===== src/rtl/result_unpacker_pkg.sv =====
// rtl/result_unpacker_pkg.sv - shared constants and word-select helper for the result unpacker
package result_unpacker_pkg;

    localparam int AES_BLOCK_W = 128;
    localparam int AES_WORDS   = 4;
    localparam int WIDX_W      = $clog2(AES_WORDS);
    localparam int LSB_W       = $clog2(AES_BLOCK_W);

    // Word 0 is the most significant word of the block, word 3 the least.
    function automatic logic [LSB_W-1:0] word_lsb(input logic [WIDX_W-1:0] w_idx,
                                                  input int word_w);
        int lsb;
        lsb = (AES_WORDS - 1 - int'(w_idx)) * word_w;
        return lsb[LSB_W-1:0];
    endfunction

endpackage


===== src/rtl/result_word_mux.sv =====
// rtl/result_word_mux.sv - combinational select of one word out of a stored block
module result_word_mux
    import result_unpacker_pkg::*;
#(
    parameter int WORD_W = 32
) (
    input  logic [AES_BLOCK_W-1:0] i_block,
    input  logic [WIDX_W-1:0]      i_w_idx,
    output logic [WORD_W-1:0]      o_word
);

    // Pick the word addressed by i_w_idx from the registered block.
    always_comb begin
        o_word = i_block[word_lsb(i_w_idx, WORD_W) +: WORD_W];
    end

endmodule


===== src/rtl/result_unpacker.sv =====
// rtl/result_unpacker.sv - block buffer that streams stored 128-bit results out word by word
module result_unpacker
    import result_unpacker_pkg::*;
#(
    parameter  int DEPTH_BLOCKS = 4,
    parameter  int WORD_W       = 32,
    localparam int PTR_W        = $clog2(DEPTH_BLOCKS),
    localparam int LVL_W        = PTR_W + 1
) (
    input  logic                   clk,
    input  logic                   reset,
    input  logic                   flush,
    input  logic                   in_valid,
    input  logic [AES_BLOCK_W-1:0] in_block,
    output logic                   in_ready,
    output logic                   out_valid,
    output logic [WORD_W-1:0]      out_data,
    input  logic                   out_ready,
    output logic                   out_last,
    output logic [LVL_W-1:0]       level,
    output logic                   full,
    output logic                   empty
);

    localparam logic [PTR_W-1:0]  PTR_ONE   = PTR_W'(1);
    localparam logic [LVL_W-1:0]  LVL_ONE   = LVL_W'(1);
    localparam logic [LVL_W-1:0]  LVL_FULL  = LVL_W'(DEPTH_BLOCKS);
    localparam logic [WIDX_W-1:0] WIDX_ONE  = WIDX_W'(1);
    localparam logic [WIDX_W-1:0] WIDX_LAST = WIDX_W'(AES_WORDS - 1);

    logic [AES_BLOCK_W-1:0] r_mem [DEPTH_BLOCKS];
    logic [PTR_W-1:0]       r_wr_ptr;
    logic [PTR_W-1:0]       r_rd_ptr;
    logic [WIDX_W-1:0]      r_w_idx;
    logic [LVL_W-1:0]       r_level;

    logic                   w_full;
    logic                   w_empty;
    logic                   w_push;
    logic                   w_pop;
    logic                   w_release;
    logic [WORD_W-1:0]      w_word;

    assign w_full    = (r_level == LVL_FULL);
    assign w_empty   = (r_level == '0);
    // Flush wins over any handshake in the same cycle, so it masks both.
    assign w_push    = in_valid && !w_full && !flush;
    assign w_pop     = !w_empty && out_ready && !flush;
    assign w_release = w_pop && (r_w_idx == WIDX_LAST);

    // Block storage: plain data registers, only written on an accepted push.
    always_ff @(posedge clk) begin
        if (w_push) begin
            r_mem[r_wr_ptr] <= in_block;
        end
    end

    // Pointers, word index and occupancy; flush clears them at the next edge.
    always_ff @(posedge clk or negedge reset) begin
        if (!reset) begin
            r_wr_ptr <= '0;
            r_rd_ptr <= '0;
            r_w_idx  <= '0;
            r_level  <= '0;
        end else if (flush) begin
            r_wr_ptr <= '0;
            r_rd_ptr <= '0;
            r_w_idx  <= '0;
            r_level  <= '0;
        end else begin
            if (w_push) begin
                r_wr_ptr <= r_wr_ptr + PTR_ONE;
            end
            if (w_pop) begin
                r_w_idx <= r_w_idx + WIDX_ONE;
            end
            if (w_release) begin
                r_rd_ptr <= r_rd_ptr + PTR_ONE;
            end
            case ({w_push, w_release})
                2'b10:   r_level <= r_level + LVL_ONE;
                2'b01:   r_level <= r_level - LVL_ONE;
                default: r_level <= r_level;
            endcase
        end
    end

    result_word_mux #(
        .WORD_W (WORD_W)
    ) u_word_mux (
        .i_block (r_mem[r_rd_ptr]),
        .i_w_idx (r_w_idx),
        .o_word  (w_word)
    );

    assign in_ready  = !w_full;
    assign out_valid = !w_empty;
    assign out_data  = w_empty ? '0 : w_word;
    assign out_last  = !w_empty && (r_w_idx == WIDX_LAST);
    assign level     = r_level;
    assign full      = w_full;
    assign empty     = w_empty;

endmodule


===== config.mk =====
export PLATFORM = sky130hd
export DESIGN_NAME = result_unpacker
export DESIGN_NICKNAME = d
export VERILOG_FILES = /design/src/rtl/result_unpacker_pkg.sv /design/src/rtl/result_word_mux.sv /design/src/rtl/result_unpacker.sv
export SDC_FILE = /design/constraint.sdc
export NUM_CORES = 1
export LEC_CHECK = 0
export ABC_AREA = 1
export CAP_MARGIN = 20
export CORE_MARGIN = 4
export CORE_UTILIZATION = 58
export DETAILED_ROUTE_END_ITERATION = 16
export GPL_TIMING_DRIVEN = 0
export PLACE_DENSITY = 0.8
export SLEW_MARGIN = 20
export SYNTH_ARGS = -nofsm -noshare
export SYNTH_HDL_FRONTEND = slang
export SYNTH_SLANG_ARGS = --single-unit

===== constraint.sdc =====
create_clock -name clk -period 9.8 [get_ports clk]
set_input_delay 1.96 -clock clk [delete_from_list [all_inputs] [get_ports clk]]
set_output_delay 1.96 -clock clk [all_outputs]
set_load 0.05 [all_outputs]

==> flow_summary.toml <==
[placed_design]
dp_hpwl_mm = 42.39
globalplace.congestion = 0.9146
dp.cells = 2386
io_buffers = 172

[power]
pwr-share-seq = 0.496
p_leak_nw = 9.014
peakVddDrop_mv = 0.1862
swShare = 0.2497
p_int_mw = 3.843
p_switching_mw = 1.279
powerDensity_nw_per_um2 = 199.5
p_comb_frac = 0.127
pwr-share-clk = 0.377

[grt]
grtUsageTotal = 0.3075
antenna_found_initial = 2
grt_pass1_wl_mm = 90.21
grt_overflow_total = 0
grt_max_degree = 25
grt_pass1_vias = 14980

[floorplan]
dieArea_sq_um = 39530
start_util = 0.5908
die_h_microns = 198.8
boundaryPins = 173
core_sq_um = 35740
die_x_microns = 198.8
num_rows = 69

[worst_setup_path]
end_kind = "primary output"
worstRegToRegCells = 9
crit_fanout = 10
cp-start-kind = "flip-flop"
critPathKind = "flip-flop to primary output"
rr_startpoint = "level[0]"
crit_start = "r_rd_ptr[1]"
cp.required_ns = 7.84
critPathArrivalTime_ns = 3.76

[clock_tree]
htreeDepth = 2
cts_root_buf = "clkbuf_16"
ctsLongestPathBuffers = 3
cts_tree = "built"
clock_latency_ns = 0.57
post_cts_buffers = 0
cts_hold_buf = 0
path_clk_slew_ns = 0.06
cts_made_buffers = 51
post_cts_resized = 0
cts_sinks = 521

[layout]
fillers = 2300
final_nets = 2117
multiInputGateArea_sq_um = 4833
final_cell_mix = "edfxtp_1, nor2_1, o21ai_0"
utilization = 0.7182
area_growth_pct = 21.56
drive_above_1_share = 0.09609
regArea_sq_um = 15600
final_common_cell = "edfxtp_1"
fin_cells = 2481

[run]
maxCapViolCount = 0

[hold_path]
hold_depth = 2
worstHoldStart = "level[1]"
hold_class = "flip-flop to flip-flop"

[yosys]
syn-cell-area_sq_um = 21120
synth-warning-count = 0
syn-num-nets = 1868
synth_cells = 1729
seq_area_frac_synth = 0.7388
synth_area_leaders = "edfxtp_1, nor2_1, o21ai_0"
yosysUniqueCellTypes = 25
synth_top_area_frac = 0.7281
synth_seq_cells = 521
synth.avg_cell_area_sq_um = 12.21
yosys.area.top_type = "edfxtp_1"

[route]
detail-route-antenna-nets = 0
via_count = 15420
viasPerCell = 6.217
firstDrtPassIters = 6
drc = 0
dr.first_iter.drc_count = 2031
totalWireLength_mm = 61.93
wire_per_inst_microns = 24.96

[timing]
skew_ns = 0.01527
fmax_mhz = 174.7
hold_viol_final = 0
setup_tns_ns = 0
setup_viol = 0
rsz0062_at_grt = "no"
tightest_slew_ns = 0.9764
fin_crit_ns = 5.724
max_slew_margin = 0.3491
drv_slew = 0
timing.final.crit_share = 0.5841

[status]
status = "completed"
==> critical path, stage by stage, from the launching register on <==
cell,delay (ns)
dfrtp_1,0.42
inv_2,0.08
clkbuf_1,0.56
buf_2,0.40
nand2_1,0.09
nand3_1,0.17
nand3_1,0.23
a21oi_1,0.38
clkdlybuf4s50_1,0.87
==> flip-flops by register name, summed over array words and instances (netlist names) <==
signal,cells
level,3
r_mem,512
r_rd_ptr,2
r_w_idx,2
r_wr_ptr,2
==> final cells by class <==
| type | count | share of cell area |
|---|---|---|
| plain buffers | 109 | 0.02437 |
| diodes | 1 | 0.00009749 |
| clock buffers | 67 | 0.05567 |
| flip-flops and latches | 521 | 0.6078 |
| multi-input cells | 1077 | 0.1883 |
| clock inverters | 27 | 0.008628 |
| repair buffers | 196 | 0.08930 |
| well taps | 461 | 0.02247 |
| inverters | 22 | 0.003412 |
==> synthesized netlist by cell type <==
master and number:
ha_1 5, nand3_1 180, inv_1 19, buf_2 26
nand2_1 161, dfrtp_1 9, edfxtp_1 512, or2_2 1
nor2_1 423, a21oi_1 36, buf_6 5, nand2_2 39
clkbuf_1 52, buf_4 13, o21ai_0 197, o21ai_1 17
buf_1 7, clkinv_1 1, inv_2 1, fa_1 1
xnor2_1 1, nand4_1 2, inv_6 1, buf_12 6
o211ai_1 14
==> power by group through the flow <==
stage | Clock (mW) | Sequential [mW] | Combinational [mW]
2_1_floorplan | 0 | 2.60 | 0.306
3_3_place_gp | 0 | 2.61 | 0.591
3_5_place_dp | 0 | 2.59 | 0.628
4_1_cts | 1.93 | 2.54 | 0.634
5_1_grt | 2.02 | 2.55 | 0.668
6_report | 1.93 | 2.54 | 0.648
==> cell families (layout without fill, tap and decap cells) <==
| kind of cell | after synthesis | in the layout | synth area share |
|---|---|---|---|
| DFF | 521 | 521 | 0.7388 |
| and+or+nand+nor | 806 | 806 | 0.1589 |
| AOI/OAI and AO/OA | 264 | 264 | 0.06423 |
| buffers and inverters | 131 | 421 | 0.03377 |
| xor gates and xnor gates | 1 | 1 | 0.0004148 |
| other | 0 | 1 | 0 |
| adders and majority gates | 6 | 6 | 0.003911 |
==> metal layers <==
| metal | share of wire | vias up | routed length (microns) | GRT usage |
|---|---|---|---|---|
| li1 | - | 6619 | - | - |
| met5 | 0.00024 | - | 15 | 0 |
| met3 | 0.13 | 244 | 7747 | 0.06911 |
| met1 | 0.35 | 7330 | 21430 | 0.4024 |
| met2 | 0.46 | 1229 | 28760 | 0.4870 |
| met4 | 0.064 | 2 | 3981 | 0.1634 |
==> stage by stage <==
stage	area, sq um	power (mW)	hold slack, ns	setup WS (ns)
5_1_grt	25670	5.233	0.6434	4.073
3_3_place_gp	23420	3.201	0.5684	-3.033
3_5_place_dp	24020	3.216	0.5697	4.727
6_report	25670	5.122	0.5887	4.076
4_1_cts	25670	5.103	0.5850	4.129
2_1_floorplan	21120	2.910	0.5796	1.522
==> path summary, 6_finish.rpt <==
| check | endpoint | slack [ns] |
|---|---|---|
| setup / recovery | out_data[17] | 4.08 |
| min in group asynchronous | r_wr_ptr[1] | 1.75 |
| setup reg to reg | r_mem[1][43] | 6.99 |
| max in group asynchronous | r_rd_ptr[1] | 7.68 |
| hold / removal | level[1] | 0.59 |
| hold reg to reg | level[1] | 0.59 |
(Power assumes the default switching activity.)
